## config.mk

```make
export PLATFORM = sky130hd
export DESIGN_NAME = select_debouncer
export DESIGN_NICKNAME = d
export VERILOG_FILES = /design/src/rtl/select_debouncer.sv
export SDC_FILE = /design/constraint.sdc
export NUM_CORES = 1
export LEC_CHECK = 0
export ABC_CLOCK_PERIOD_IN_PS = 2300
export CAP_MARGIN = 20
export CORE_ASPECT_RATIO = 0.8
export CORE_MARGIN = 2
export CORE_UTILIZATION = 50
export CTS_BUF_LIST = sky130_fd_sc_hd__clkbuf_2
export DETAILED_ROUTE_END_ITERATION = 8
export GPL_TIMING_DRIVEN = 0
export PLACE_DENSITY_LB_ADDON = 0.12
export SLEW_MARGIN = 10
export SYNTH_ARGS = -nofsm -noshare
export SYNTH_HDL_FRONTEND = slang
export SYNTH_SLANG_ARGS = --single-unit
```

## constraint.sdc

```tcl
create_clock -name clk -period 2.3 [get_ports clk]
set_input_delay 0.46 -clock clk [delete_from_list [all_inputs] [get_ports clk]]
set_output_delay 0.46 -clock clk [all_outputs]
set_load 0.01 [all_outputs]
```

## src/rtl/select_debouncer.sv

```systemverilog
// select_debouncer: turns one raw, bouncy board input into clean select
// signals (stable level, edge pulses and a press-toggle bit). The input is
// brought into the clk domain by a two-flop synchroniser. A four-state
// counter FSM then accepts a level change only after the synchronised input
// has held the new value for DEBOUNCE_CYCLES consecutive cycles.
module select_debouncer #(
  parameter int DEBOUNCE_CYCLES = 1000000,
  parameter int CNT_W           = 20
) (
  input  logic clk,
  input  logic resetn,
  input  logic raw_in,
  output logic sel_level,
  output logic sel_toggle,
  output logic rise_pulse,
  output logic fall_pulse,
  output logic busy
);

  typedef enum logic [1:0] {
    IDLE_LOW  = 2'd0,
    WAIT_HIGH = 2'd1,
    IDLE_HIGH = 2'd2,
    WAIT_LOW  = 2'd3
  } state_t;

  // Terminal count: a candidate is accepted when the counter reaches this
  // value and the input still disagrees with the current level.
  localparam logic [CNT_W-1:0] CNT_MAX = CNT_W'(DEBOUNCE_CYCLES - 1);

  logic             sync_a_q;
  logic             sync_b_q;
  state_t           state_q;
  logic [CNT_W-1:0] cnt_q;
  logic [CNT_W-1:0] cnt_d;
  logic             sel_level_q;
  logic             sel_toggle_q;
  logic             rise_pulse_q;
  logic             fall_pulse_q;
  logic             busy_q;

  // Counter increment used while a candidate is being qualified.
  assign cnt_d = cnt_q + CNT_W'(1);

  // Two-flop synchroniser for the asynchronous raw input.
  always_ff @(posedge clk or negedge resetn) begin
    if (!resetn) begin
      sync_a_q <= 1'b0;
      sync_b_q <= 1'b0;
    end else begin
      sync_a_q <= raw_in;
      sync_b_q <= sync_a_q;
    end
  end

  // Debounce FSM with registered level, toggle, pulse and busy outputs.
  always_ff @(posedge clk or negedge resetn) begin
    if (!resetn) begin
      state_q      <= IDLE_LOW;
      cnt_q        <= '0;
      sel_level_q  <= 1'b0;
      sel_toggle_q <= 1'b0;
      rise_pulse_q <= 1'b0;
      fall_pulse_q <= 1'b0;
      busy_q       <= 1'b0;
    end else begin
      // Pulses last one cycle unless an acceptance below sets them again.
      rise_pulse_q <= 1'b0;
      fall_pulse_q <= 1'b0;
      case (state_q)
        IDLE_LOW: begin
          if (sync_b_q) begin
            state_q <= WAIT_HIGH;
            cnt_q   <= '0;
            busy_q  <= 1'b1;
          end
        end
        WAIT_HIGH: begin
          if (!sync_b_q) begin
            // Bounce: drop the candidate without touching the outputs.
            state_q <= IDLE_LOW;
            cnt_q   <= '0;
            busy_q  <= 1'b0;
          end else if (cnt_q == CNT_MAX) begin
            state_q      <= IDLE_HIGH;
            cnt_q        <= '0;
            busy_q       <= 1'b0;
            sel_level_q  <= 1'b1;
            rise_pulse_q <= 1'b1;
            sel_toggle_q <= ~sel_toggle_q;
          end else begin
            cnt_q <= cnt_d;
          end
        end
        IDLE_HIGH: begin
          if (!sync_b_q) begin
            state_q <= WAIT_LOW;
            cnt_q   <= '0;
            busy_q  <= 1'b1;
          end
        end
        WAIT_LOW: begin
          if (sync_b_q) begin
            state_q <= IDLE_HIGH;
            cnt_q   <= '0;
            busy_q  <= 1'b0;
          end else if (cnt_q == CNT_MAX) begin
            // A release changes the level but leaves the toggle alone.
            state_q      <= IDLE_LOW;
            cnt_q        <= '0;
            busy_q       <= 1'b0;
            sel_level_q  <= 1'b0;
            fall_pulse_q <= 1'b1;
          end else begin
            cnt_q <= cnt_d;
          end
        end
        default: begin
          state_q <= IDLE_LOW;
          cnt_q   <= '0;
          busy_q  <= 1'b0;
        end
      endcase
    end
  end

  assign sel_level  = sel_level_q;
  assign sel_toggle = sel_toggle_q;
  assign rise_pulse = rise_pulse_q;
  assign fall_pulse = fall_pulse_q;
  assign busy       = busy_q;

endmodule
```

==> results.toml, run 1 <==
[global_routing]
grt_pass1_vias = 1210
grt_use_met2_pct = 34.33
grt_pass1_wl_um = 5685
gr-usage-all-layers_pct = 22.03
met3_usage_pct = 5.021
grt_start_max_net_pins = 30
use_met1_pct = 29.30
antenna_found_initial = 0
gr-total-overflow = 0
gr-max-usage-layer = "met2"

[routing]
drc_errors = 0
wl_um = 3259
vias = 1260
drt_first_pass_iters = 4
ant_nets = 0
wire_per_inst_um = 15.45
vias_per_cell = 5.972
drt_iter0_markers = 127

[setup_path]
critPathMaxFanout = 10
endpoint_kind = "flop"
r2r_start = "cnt_q[0]"
ff2ff_path_depth = 8
cp.required_ns = 2.57
crit_type = "flop to flop"
rrSetupSlack_ns = 0.39
r2r-end = "cnt_q[3]"
start_kind = "flop"
startpoint = "cnt_q[0]"
cp.arrival_ns = 2.18
endpoint = "cnt_q[3]"

[clocking]
ctsLongestPathBuffers = 2
cts_tree = "done"
cts_buffers = 5
cts_max_level = 2
clockRootBuffer = "clkbuf_2"
holdBufCountCts = 0
clk_pin_slew_ns = 0.16
cts_sinks = 29
postCtsSetupBuffers = 0
post_cts_resized = 0
clock_latency_ns = 0.37

[floorplanning]
std_cell_rows = 18
die_h_um = 54.15
die_x_um = 66.68
dieArea_mm2 = 0.003610
core-area_mm2 = 0.003040
start_util_pct = 51.69
io_pins = 8

[pwr]
p_leak_nw = 0.7427
power_density_mw_per_mm2 = 501.7
peakVddDrop_uv = 291.7

[yosys]
synth_top_family_by_area = "simple AND/OR/NAND/NOR gates"
ys_types = 47
syn_avg_cell_area_um2 = 10.07
netlist_area_mm2 = 0.001572
synth_xor_area_share_pct = 2.150
synth.area.top_cells = "dfrtp_1, nand3_1, a21o_1"
ys.flop_type = "dfrtp_1"
synth-simple-area-share_pct = 28.26
synth_fp_nets = 160
ys_seq_elements = 29
synthAdderAreaFrac_pct = 0.7962
async_flop_share_pct = 100.0
synth_cells = 156
synth_top_area_share_pct = 46.18
synth_edf_count = 0
ys_seq_area_share_pct = 46.18
synth_compound_area_share_pct = 15.05
yosys.area.top_type = "dfrtp_1"
muxShareOfSynthArea_pct = 3.264
ys_warn_count = 0

[cells_and_area]
multi_input_area_um2 = 778.2
n_antenna_cell = 0
mostFrequentLayoutCells = "dfrtp_1, nand3_1, nand2_1, nor2_1"
fin_util_pct = 56.79
fin_nets = 174
area_growth_pct = 9.873
final-seq-area_um2 = 725.7
fillers = 295
mostFrequentLayoutCell = "dfrtp_1"
drive_gt1_share_pct = 16.96

[sta]
fin_skew_ns = 0.01645
fmax_mhz = 523.9
fin_tns_setup_ns = 0
layout_min_cycle_time_ns = 1.909
slew_viol_final = 0
setup_violations = 0
rsz0062_at_grt = "no"
fin_hold_ws_ns = 0.08864
setup_slack_ns = 0.3914
worst_pin_slew_ns = 0.6550
finalCritPeriodShare_pct = 82.98
slew_headroom_pct = 56.34
hold_violations = 0

[placed_design]
pre_cts_ws_ns = 0.4105
gp_congestion = 0.8506
numPortBuffers = 7
post-dp-hpwl_um = 2274

[run]
drv_cap = 0

[outcome]
outcome = "completed"

[worst_hold_path]
hold_path_class = "input port to asynchronous set/reset pin"
## report_power, final
part           switching (mW)  total [mW]  internal (mW)
combinational          0.0426      0.0697         0.0271
sequential            0.00802       0.525          0.517
clock                   0.181       0.271         0.0897
## cell families (layout without fill, tap and decap cells)
family / count (synthesis) / in the layout
DFF: 29 / 29
AOI/OAI and AO/OA: 36 / 36
adders and majority gates: 1 / 1
muxes: 5 / 5
and+or+nand+nor: 71 / 71
xor gates and xnor gates: 3 / 3
buffers and inverters: 11 / 26
## area by class of cell
type                            count  area share [%]
Multi-Input combinational cell    116           45.07
Timing Repair Buffer                7           3.768
Inverter                            6           1.304
Sequential cell                    29           42.03
Tap cell                           40           2.899
Buffer                              5           2.609
Clock buffer                        8           2.319
## stage by stage
stage | cell area (um^2) | power (mW) | std cells
floorplan | 1572 | 0.5758 | 156
global placement | 1692 | 0.6034 | 203
detailed placement | 1687 | 0.6056 | 203
CTS | 1727 | 0.8735 | 211
global route | 1727 | 0.9053 | 211
finish | 1727 | 0.8663 | 211
## sequential cells by signal (all words and copies together) (netlist names), named ones only
register and count:
busy 1, cnt_q 20, fall_pulse 1, rise_pulse 1, sel_level 1, sel_toggle 1, state_q 1, sync_a_q 1
sync_b_q 1
## worst max-delay path, cell delays in order, from the launching register on
cell and delay [ns]:
dfrtp_1 0.43, ha_1 0.26, nand3_4 0.15, and4bb_4 0.40
a21oi_2 0.08, buf_6 0.15, buf_8 0.14, a21oi_1 0.13
o21bai_1 0.07
## Yosys cell counts, types with 2 or more instances
master,instances
a21o_1,6
a21oi_1,8
a22o_1,2
and3_1,2
buf_6,2
clkbuf_1,2
dfrtp_1,29
inv_1,6
mux2i_1,4
nand2_1,12
nand3_1,13
nand3_4,2
nand4_1,7
nor2_1,11
nor3_1,5
nor3b_1,2
nor4_1,2
o21a_1,2
o21ai_0,5
o21ai_1,6
or3_1,2
## worst min-delay path by stage
| stage | start | end | slack [ns] | cells after the start |
|---|---|---|---|---|
| 2_1_floorplan | resetn | asynchronous set/reset pin | 0.16 | 0 |
| 3_5_place_dp | sync_a_q | sync_b_q | 0.34 | 0 |
| 3_3_place_gp | sync_a_q | sync_b_q | 0.33 | 0 |
| 5_1_grt | resetn | rise_pulse | 0.11 | 1 |
| 4_1_cts | resetn | cnt_q[12] | 0.12 | 1 |
| 6_report | resetn | cnt_q[12] | 0.09 | 1 |
## metal layers
metal,part of all wire (%),vias to the layer above
met2,47,47
met1,45,615
met5,0,-
li1,-,594
met4,0.46,0
met3,7.7,4
Note: power is estimated with default switching activity, not from simulation.
==> run 2, diff against run 1 <==
Settings changed: ABC_CLOCK_PERIOD_IN_PS 2300 to 1630.
Clock period 2.3 ns to 1.63 ns, I/O delays scaled along.
==> results.toml, run 2 (synthesized netlist as in run 1, its figures left out) <==
[outcome]
outcome = "complete, but fails checks"
violations = "negative setup slack"

[setup_path]
crit_path_max_incr_delay_ns = 0.45
start_kind = "flop"
crit_type = "flop to flop"
r2r_start = "cnt_q[0]"
critPathMaxFanout = 6
endpoint_kind = "flop"
critPathSlowestCell = "dfrtp_1"
cp.arrival_ns = 2.01
startpoint = "cnt_q[0]"
cp.required_ns = 1.90
crit_chain = "ha_4 -> nand3_4 -> and4bb_4 -> a21oi_4 -> buf_6 -> clkbuf_16 -> a21oi_2 -> o21bai_1"

[sta]
fmax_mhz = 575.8
layout_min_cycle_time_ns = 1.737
hold_violations = 0
finalCritPeriodShare_pct = 106.5
setup_violations = 18
setup_slack_ns = -0.1068
slew_viol_final = 0
fin_skew_ns = 0.01418
worst_pin_slew_ns = 0.6610
slew_headroom_pct = 55.93
rsz0062_at_grt = "yes"

[cells_and_area]
multi_input_area_um2 = 880.8
n_antenna_cell = 0
largest_register_ffs = 20
area_growth_pct = 28.11
fin_nets = 193
mostFrequentLayoutCells = "dfrtp_1, buf_4, nand2_1, nor2_1, nand3_1"
drive_gt1_share_pct = 32.80
fillers = 236
final-seq-area_um2 = 730.7
regMostFlops = "cnt_q"
mostFrequentLayoutCell = "dfrtp_1"

[routing]
ant_nets = 0
wl_um = 3770
drc_errors = 0
drt_first_pass_iters = 4
vias = 1351
drt_iter0_markers = 91
wire_per_inst_um = 16.46
vias_per_cell = 5.900

[placed_design]
post-dp-hpwl_um = 2185
gp_congestion = 0.8873
numPortBuffers = 7
pre_cts_ws_ns = -0.2014

[worst_hold_path]
min-delay-start = "sync_a_q"
hold_path_class = "flop to flop"

[floorplanning]
start_util_pct = 51.69
core-area_mm2 = 0.003040
std_cell_rows = 18
dieArea_mm2 = 0.003610
die_x_um = 66.68
io_pins = 8
die_h_um = 54.15

[clocking]
cts_buffers = 5
cts_max_level = 2
clockRootBuffer = "clkbuf_2"
clock_latency_ns = 0.36
cts_tree = "done"
cts_sinks = 29
clk_pin_slew_ns = 0.15
ctsLongestPathBuffers = 2

[pwr]
peakVddDrop_uv = 371.5
power_density_mw_per_mm2 = 608.9
p_total_mw = 1.226
p_leak_nw = 0.9373

[global_routing]
gr-usage-all-layers_pct = 23.57
grt_pass1_wl_um = 6106
grt_start_max_net_pins = 30
antenna_found_initial = 0
gr-total-overflow = 0
grt_pass1_vias = 1339

[run]
drv_cap = 0
run 2: cell count changes in the layout (fill, tap and decap cells not counted), moves of 2 or more:
cell | previous run | this run
a21oi_1 | 8 | 4
a21oi_2 | 1 | 4
buf_4 | 0 | 17
buf_6 | 2 | 4
clkbuf_1 | 2 | 0
clkbuf_2 | 8 | 6
clkdlybuf4s50_1 | 6 | 3
dfrtp_1 | 29 | 25
dfrtp_2 | 0 | 4
dlymetal6s2s_1 | 0 | 3
nand3_1 | 13 | 11
run 2: final cells by class:
class | count | share of cell area, %
clock inverter | 1 | 0.1865
sequential | 29 | 36.30
tap | 40 | 2.486
timing repair buffer | 27 | 12.43
inverter | 6 | 1.119
multi-input combinational | 116 | 43.75
clock buffer | 6 | 1.492
buffer | 4 | 2.237
run 2: per-stage QoR:
| step | hold slack, ns | cells | setup TNS [ns] | util (%) | instance area, um^2 |
|---|---|---|---|---|---|
| 2_1_floorplan | 0.03041 | 156 | -0.1375 | - | 1584 |
| 3_3_place_gp | 0.3323 | 203 | -9.407 | 56.05 | 1704 |
| 3_5_place_dp | 0.3426 | 203 | -2.935 | 55.88 | 1699 |
| 4_1_cts | 0.3754 | 225 | -0.9029 | 62.88 | 1912 |
| 5_1_grt | 0.3732 | 229 | -2.734 | 66.21 | 2013 |
| 6_report | 0.3735 | 229 | -1.206 | 66.21 | 2013 |
run 2: path summary, 6_finish.rpt:
check / end / slack, ns / depth (start not counted)
setup reg to reg: cnt_q[3] / -0.11 / 8
setup / recovery: cnt_q[3] / -0.11 / 8
min in group asynchronous: sel_level / 0.51 / 2
hold reg to reg: sync_b_q / 0.37 / 0
hold / removal: sync_b_q / 0.37 / 0
max in group asynchronous: cnt_q[13] / 0.65 / 2
run 2: worst max-delay path: cells and delay by family, from the launching register on:
| kind | cells | cell delay, ns |
|---|---|---|
| flops | 1 | 0.45 |
| simple gates | 2 | 0.45 |
| buf+inv | 2 | 0.30 |
| compound gates | 3 | 0.27 |
| fa+ha+maj | 1 | 0.17 |
run 2: layer usage:
| layer | vias to the layer above | track usage, % | routed length, um |
|---|---|---|---|
| li1 | 631 | - | - |
| met1 | 674 | 30.68 | 1703 |
| met4 | 0 | 9.524 | 36 |
| met2 | 39 | 38.00 | 1778 |
| met3 | 7 | 6.067 | 252 |
| met5 | - | 0 | 0 |
run 2: power by group:
| group | total (mW) | leakage [nW] | internal, mW | switching [mW] |
|---|---|---|---|---|
| Combinational | 0.138 | 0.523 | 0.0630 | 0.0754 |
| Clock | 0.346 | 0.0265 | 0.100 | 0.246 |
| Sequential | 0.742 | 0.388 | 0.730 | 0.0118 |
| Total | 1.23 | 0.937 | 0.893 | 0.333 |
run 2: repair_timing:
action,4_1_cts,5_1_grt
pin swaps,10,14
hold buffers,1,0
setup endpoints to repair,24,27
resized for setup,16,15
setup buffers,13,3
cloned,2,1
endpoints found under the hold margin,23,0
==> run 3, diff against run 2 <==
Settings changed: CORE_ASPECT_RATIO 0.8 to not set, GPL_TIMING_DRIVEN 0 to 1.
==> results.toml, run 3 (synthesized netlist as in run 1, its figures left out) <==
[sta]
finalCritPeriodShare_pct = 100.6
fmax_mhz = 609.9
fin_tns_setup_ns = -0.009541
layout_min_cycle_time_ns = 1.640
rsz0062_at_grt = "yes"
setup_slack_ns = -0.009541
hold_violations = 0
setup_violations = 1
fin_skew_ns = 0.01294
slew_headroom_pct = 75.38
worst_pin_slew_ns = 0.3693
slew_viol_final = 0
fin_hold_ws_ns = 0.3126

[global_routing]
grt_pass1_vias = 1341
grt_pass1_wl_um = 5920
gr-total-overflow = 0
gr-usage-all-layers_pct = 21.98
grt_start_max_net_pins = 30
antenna_found_initial = 0

[setup_path]
crit_type = "flop to flop"
endpoint_kind = "flop"
cp_top_family = "simple AND/OR/NAND/NOR gates"
critPathSlowestCell = "dfrtp_1"
crit_chain = "nor4b_2 -> and4bb_4 -> nand3_4 -> o21a_1 -> o22a_1"
critPathMaxFanout = 5
start_kind = "flop"
cp.arrival_ns = 1.90
crit_path_max_incr_delay_ns = 0.42
crit_buf_inv = 0
cp.required_ns = 1.89

[floorplanning]
die_x_um = 60.06
core-area_mm2 = 0.003028
std_cell_rows = 20
io_pins = 8
die_h_um = 60.06
dieArea_mm2 = 0.003607
start_util_pct = 51.90

[placed_design]
dp_cells = 229
post-dp-hpwl_um = 2350
numPortBuffers = 7
gp_congestion = 0.7754
dpl-instance-area_mm2 = 0.001867

[cells_and_area]
final_cells = 244
regMostFlops = "cnt_q"
n_antenna_cell = 0
drive_gt1_share_pct = 36.00
design_area_mm2 = 0.002034
fillers = 247
largest_register_ffs = 20
mostFrequentLayoutCells = "buf_4, dfrtp_1, nand2_1, nand3_1, nor2_1"
fin_util_pct = 67.19
area_growth_pct = 29.46
mostFrequentLayoutCell = "buf_4"
fin_nets = 203

[run]
drv_cap = 0

[routing]
drt_iter0_markers = 47
drc_errors = 0
wire_per_inst_um = 14.41
drt_first_pass_iters = 5
ant_nets = 0
vias_per_cell = 5.582
vias = 1362
wl_um = 3517

[clocking]
holdBufCountCts = 0
cts_max_level = 2
clock_latency_ns = 0.36
ctsLongestPathBuffers = 2
clk_pin_slew_ns = 0.15
cts_tree = "done"
clockRootBuffer = "clkbuf_2"
cts_buffers = 5
cts_sinks = 29

[pwr]
peakVddDrop_uv = 354.4
p_leak_nw = 0.9565
power_density_mw_per_mm2 = 593.4

[worst_hold_path]
hold_path_class = "input port to asynchronous set/reset pin"

[outcome]
violations = "negative setup slack"
outcome = "complete, but fails checks"
run 3: worst register-to-register path, delay by kind of cell (launching register included):
| family | cells | cell delay, ns |
|---|---|---|
| AOI/OAI and AO/OA | 2 | 0.39 |
| and+or+nand+nor | 3 | 0.74 |
| DFF | 1 | 0.42 |
run 3: power by group:
| part | switching [mW] | leakage, nW | internal (mW) | total, mW |
|---|---|---|---|---|
| combinational | 0.0676 | 0.541 | 0.0553 | 0.123 |
| clock | 0.249 | 0.0278 | 0.0936 | 0.343 |
| sequential | 0.0113 | 0.388 | 0.730 | 0.741 |
| total | 0.328 | 0.957 | 0.879 | 1.21 |
run 3: timing repair:
action	in CTS	in global routing
gates resized for setup	5	18
endpoints found under the hold margin	0	0
pin swaps	5	14
gates cloned	1	0
endpoints found under the setup margin	14	25
setup buffers	4	2
run 3: routing by layer:
metal	track usage (%)	vias to the layer above	routed length [um]	part of all wire (%)
met2	34.32	21	1728	49
met4	9.524	0	59	1.7
met3	6.061	9	109	3.1
li1	-	654	-	-
met5	0	-	0	0
met1	28.49	678	1620	46
run 3: worst paths after layout:
path                          start         to  slack [ns]  cells past startpoint
setup / recovery           cnt_q[8]  sel_level       -0.01                      5
hold / removal               resetn   cnt_q[9]        0.31                      2
setup reg to reg           cnt_q[8]  sel_level       -0.01                      5
hold reg to reg            sync_a_q   sync_b_q        0.39                      0
max in group asynchronous    resetn   cnt_q[3]        1.02                      2
min in group clk           sync_a_q   sync_b_q        0.39                      0
run 3: area by class of cell:
| class | instances | area [um^2] | area share (%) |
|---|---|---|---|
| inverter | 6 | 22.52 | 1.107 |
| clock buffer | 5 | 25.02 | 1.230 |
| clock inverter | 3 | 12.51 | 0.6150 |
| sequential | 29 | 730.7 | 35.92 |
| tap | 44 | 55.05 | 2.706 |
| timing repair buffer | 40 | 331.6 | 16.30 |
| multi-input combinational | 117 | 857.1 | 42.13 |
run 3: stage by stage:
step,total power [mW],worst slack (ns)
after floorplan,0.8158,-0.04647
after global placement,0.8631,0.001954
after detailed placement,0.8667,-0.01406
after CTS,1.214,-0.03041
after global routing,1.254,-0.08693
final,1.207,-0.009541
